<file path="src/rtl/gpio_input_conditioner.sv">
// Raw pin conditioning for one GPIO input bank: synchronize, debounce,
// detect edges and keep a firmware-cleared sticky rise flag per channel.
module gpio_input_conditioner #(
    parameter int WIDTH           = 4,
    parameter int SYNC_STAGES     = 2,
    parameter int DEBOUNCE_CYCLES = 1000000
) (
    input  logic             clk,
    input  logic             rst,
    input  logic [WIDTH-1:0] gpio_i_raw,
    input  logic [WIDTH-1:0] gpio_i_evt_clr,
    output logic [WIDTH-1:0] gpio_o_level,
    output logic [WIDTH-1:0] gpio_o_rise,
    output logic [WIDTH-1:0] gpio_o_fall,
    output logic [WIDTH-1:0] gpio_o_evt
);

    localparam int CW = $clog2(DEBOUNCE_CYCLES + 1);
    localparam logic [CW-1:0] CNT_LAST = CW'(DEBOUNCE_CYCLES - 1);
    localparam logic [CW-1:0] CNT_SAT  = {CW{1'b1}};

    logic [WIDTH-1:0] sync_q [SYNC_STAGES];
    logic [WIDTH-1:0] syn;

    always_ff @(posedge clk) begin
        if (rst) begin
            for (int k = 0; k < SYNC_STAGES; k++) begin
                sync_q[k] <= '0;
            end
        end else begin
            sync_q[0] <= gpio_i_raw;
            for (int k = 1; k < SYNC_STAGES; k++) begin
                sync_q[k] <= sync_q[k-1];
            end
        end
    end

    assign syn = sync_q[SYNC_STAGES-1];

    for (genvar i = 0; i < WIDTH; i++) begin : g_chan
        logic [CW-1:0] cnt;
        logic          lvl_q;
        logic          rise_q;
        logic          fall_q;
        logic          evt_q;

        // Any sample matching the current level restarts the stability count.
        always_ff @(posedge clk) begin
            if (rst) begin
                cnt    <= '0;
                lvl_q  <= 1'b0;
                rise_q <= 1'b0;
                fall_q <= 1'b0;
            end else begin
                rise_q <= 1'b0;
                fall_q <= 1'b0;
                if (syn[i] == lvl_q) begin
                    cnt <= '0;
                end else if (cnt == CNT_LAST) begin
                    cnt    <= '0;
                    lvl_q  <= syn[i];
                    rise_q <= syn[i];
                    fall_q <= ~syn[i];
                end else if (cnt != CNT_SAT) begin
                    cnt <= cnt + CW'(1);
                end
            end
        end

        // A rise seen in the same cycle as a clear keeps the flag set.
        always_ff @(posedge clk) begin
            if (rst) begin
                evt_q <= 1'b0;
            end else if (rise_q) begin
                evt_q <= 1'b1;
            end else if (gpio_i_evt_clr[i]) begin
                evt_q <= 1'b0;
            end
        end

        assign gpio_o_level[i] = lvl_q;
        assign gpio_o_rise[i]  = rise_q;
        assign gpio_o_fall[i]  = fall_q;
        assign gpio_o_evt[i]   = evt_q;
    end

endmodule
</file>
<file path="config.mk">
export PLATFORM = sky130hd
export DESIGN_NAME = gpio_input_conditioner
export DESIGN_NICKNAME = d
export VERILOG_FILES = /design/src/rtl/gpio_input_conditioner.sv
export SDC_FILE = /design/constraint.sdc
export NUM_CORES = 1
export LEC_CHECK = 0
export CAP_MARGIN = 40
export CORE_AREA = 2 2 119 121
export DETAILED_ROUTE_END_ITERATION = 6
export DIE_AREA = 0 0 121 123
export SLEW_MARGIN = 0
export SYNTH_ARGS = -nofsm -noshare
export SYNTH_HDL_FRONTEND = slang
export SYNTH_SLANG_ARGS = --single-unit
</file>
<file path="constraint.sdc">
create_clock -name clk -period 2.8 [get_ports clk]
set_input_delay 0.56 -clock clk [delete_from_list [all_inputs] [get_ports clk]]
set_output_delay 0.56 -clock clk [all_outputs]
set_load 0.005 [all_outputs]
</file>
==> impl_metrics.toml <==
[outcome]
status = "complete, no violations"

[worst_setup_path]
crit_chain = "ha_1 -> and4_1 -> nand4_1 -> o21ai_2 -> nor3_1"
critPathLaunch = "g_chan[0].cnt[0]"
rrSetupSlack_ps = 490
crit_fanout = 17
worst-r2r-cell-count = 5
cp_top_family = "simple AND/OR/NAND/NOR gates"
cp_slowest_stage_delay_ps = 680
start_kind = "flip-flop"
worst_path_max_delay_cell = "o21ai_2"
path_buf_inv = 0
cp_data_required_time_ps = 3010
r2r_start = "g_chan[0].cnt[0]"
r2r-end = "g_chan[0].cnt[8]"
path_class = "flip-flop to flip-flop"
worstSetupEndpointType = "flip-flop"
worstPathArrival_ps = 2520

[place]
placed_cells = 804
dp_hpwl_mm = 8.354
io_buffers = 25
pre_cts_ws_ps = 542.4
routabilityCongestion = 0.8113

[min_path]
min-delay-start = "sync_q[0][1]"
min_path_cells = 1
hold_path_class = "flip-flop to flip-flop"
hold_path_end = "sync_q[0][5]"

[flow_run]
drv_cap = 0

[synth]
syn_area_um2 = 5291
ys.flop_type = "dfxtp_1"
syn_area_per_cell_um2 = 8.346
synth_edf_count = 0
syn_nets = 648
yosys.cell_types.count = 48
syn-instance-count = 634
async_flop_share_pct = 0
synth.yosys.warnings = 0
ys_seq_area_share_pct = 39.35
ys_ff_latch = 104

[global_routing]
met2_usage_pct = 28.58
grt_pass1_vias = 4528
antenna_found_initial = 0
met1_usage_pct = 21.30
grt_max_degree = 28
busiest_layer = "met2"
grtUsageMet3_pct = 3.137
grt_usage_pct = 17.12
grt_pass1_wl_mm = 20.71
grt-ovfl-total = 0

[power_and_ir_drop]
p_sw_uw = 611.7
p_leak_nw = 1.667
pwr-share-seq_pct = 49.3
powerDensity_nw_per_um2 = 506.6
clkPwrFrac_pct = 48.8
internal_power_mw = 2.411
vdd_drop_max_v = 0.0003288
switching_share_pct = 20.23
p_comb_share_pct = 1.9

[timing]
slew_headroom_pct = 44.04
layout_min_cycle_time_ps = 2313
postLayoutSetupSlackWorst_ps = 486.6
drv_slew = 0
fin_worst_skew_ps = 7.556
setup_viol = 0
fmax_ghz = 0.4323
setup_tns_ps = 0
tightest_slew_ps = 831.8
rsz0062_at_grt = "false"
fin_crit_sh_pct = 82.62
hold_viol_final = 0
whs_ps = 438.8

[layout]
fin_nets = 649
num_antenna_cells = 0
layout.cells.non_filler = 820
drive_above_1_share_pct = 7.031
area_growth_pct = 12.77

[floorplan]
core_um2 = 13610
die_area_um2 = 14880
pin_count = 26
rows = 43
die-width_um = 121
initial_core_util_pct = 38.87
dieHeight_um = 123

[clock_network]
cts_buffers = 9
clk-insertion-delay-late_ps = 360
cts_resized = 0
post-cts-setup-buffers = 0
cts_buffer_depth = 2
cts_root_buf = "clkbuf_16"
hold_buffers = 0
cts_tree = "built"
htreeDepth = 3
cts.sinks = 104
path_clk_slew_ps = 70

[routing]
via_count = 4834
drtPass1Iterations = 5
routed_via_density = 5.895
antenna_left = 0
drt-wirelength-per-cell_um = 14.80
routed_wl_mm = 12.14
drc_errors = 0
first_iter_violations = 328
-- Yosys cell counts, drive strengths merged (10+ instances only) --
library cell,count,area [µm²]
a21oi,48,240.2
o211ai,14,105.1
mux2i,22,220.2
nor3,32,160.2
buf,19,135.1
and4,10,87.58
dfxtp,104,2082
or3,25,157.6
nor4,19,118.9
nand2,41,153.9
nand3,31,160.1
a211oi,19,142.6
a31oi,16,100.1
nand4,21,152.6
clkbuf,29,110.1
o31ai,19,142.6
or4,20,150.1
inv,20,75.07
o21ai,28,147.6
nor2,28,105.1
-- logic make-up after synthesis --
kind of cell,after synthesis,synth area share [%]
AO/OA/AOI/OAI,160,19.08
adder cells (fa/ha/maj),4,0.9459
AND/OR/NAND/NOR,270,29.42
multiplexers,22,4.162
XOR/XNOR,6,0.9931
buffers and inverters,68,6.053
flip-flops,104,39.35
-- layer usage --
layer | routed length, µm | part of all wire [%] | up-vias
li1 | - | - | 2408
met1 | 5739 | 47 | 2287
met2 | 5691 | 47 | 117
met3 | 460 | 3.8 | 22
met4 | 247 | 2.0 | 0
met5 | 0 | 0 | -
-- power groups by stage --
| stage | Combinational [mW] | Sequential, mW | Clock [mW] |
|---|---|---|---|
| after detailed placement | 0.0576 | 1.52 | 0 |
| after global routing | 0.0642 | 1.49 | 1.57 |
| after floorplan | 0.0342 | 1.52 | 0 |
| final | 0.0565 | 1.49 | 1.48 |
| after CTS | 0.0576 | 1.49 | 1.52 |
| after global placement | 0.0559 | 1.52 | 0 |
-- cell type report --
class	count	area (µm²)
Sequential cell	104	2082
Inverter	20	75.07
Tap cell	180	225.2
Multi-Input combinational cell	462	2889
Clock buffer	10	239.0
Timing Repair Buffer	38	342.8
Fill cell	1327	7645
Clock inverter	6	113.9
-- through the flow --
stage	cell area [µm²]	utilization [%]	power, mW
2_1_floorplan	5291	-	1.557
3_3_place_gp	5614	41.24	1.580
3_5_place_dp	5614	41.24	1.582
4_1_cts	5967	43.84	3.071
5_1_grt	5967	43.84	3.121
6_report	5967	43.84	3.023
-- state kept, by name, summed over array words and instances, names as in the netlist --
signal / count
g_chan.cnt: 80
g_chan.evt_q: 4
g_chan.fall_q: 4
g_chan.lvl_q: 4
g_chan.rise_q: 4
sync_q: 8
-- worst max-delay path by stage --
| stage | endpoint | depth (start not counted) | slack (ps) |
|---|---|---|---|
| after floorplan | g_chan[0].cnt[17] | 7 | 900 |
| after global placement | g_chan[0].cnt[0] | 5 | 690 |
| after detailed placement | g_chan[0].cnt[0] | 5 | 540 |
| after CTS | g_chan[0].cnt[8] | 5 | 520 |
| after global routing | g_chan[0].cnt[8] | 5 | 250 |
| final | g_chan[0].cnt[8] | 5 | 490 |
-- placed cells by master, fill, tap and decap left out, types with 3 or more instances in the layout --
cell / count
nor2_1: 28
o211ai_1: 14
o31ai_1: 19
bufinv_16: 3
clkdlybuf4s50_1: 24
clkbuf_16: 9
xnor2_1: 6
nor2b_1: 8
or3_1: 24
buf_4: 13
a21boi_0: 5
a211oi_1: 19
o21ai_0: 26
nor4b_1: 9
nor4_1: 19
mux2i_1: 22
nand2_1: 41
or4_1: 20
a2111oi_0: 3
inv_1: 20
a31oi_1: 16
a21oi_1: 48
nand4_1: 19
ha_1: 4
or2_2: 8
dfxtp_1: 104
and3_1: 7
nand4b_1: 3
nor3_1: 32
and4_1: 10
a41oi_1: 3
nand3_1: 30
Power figures use the tool's default switching activity.
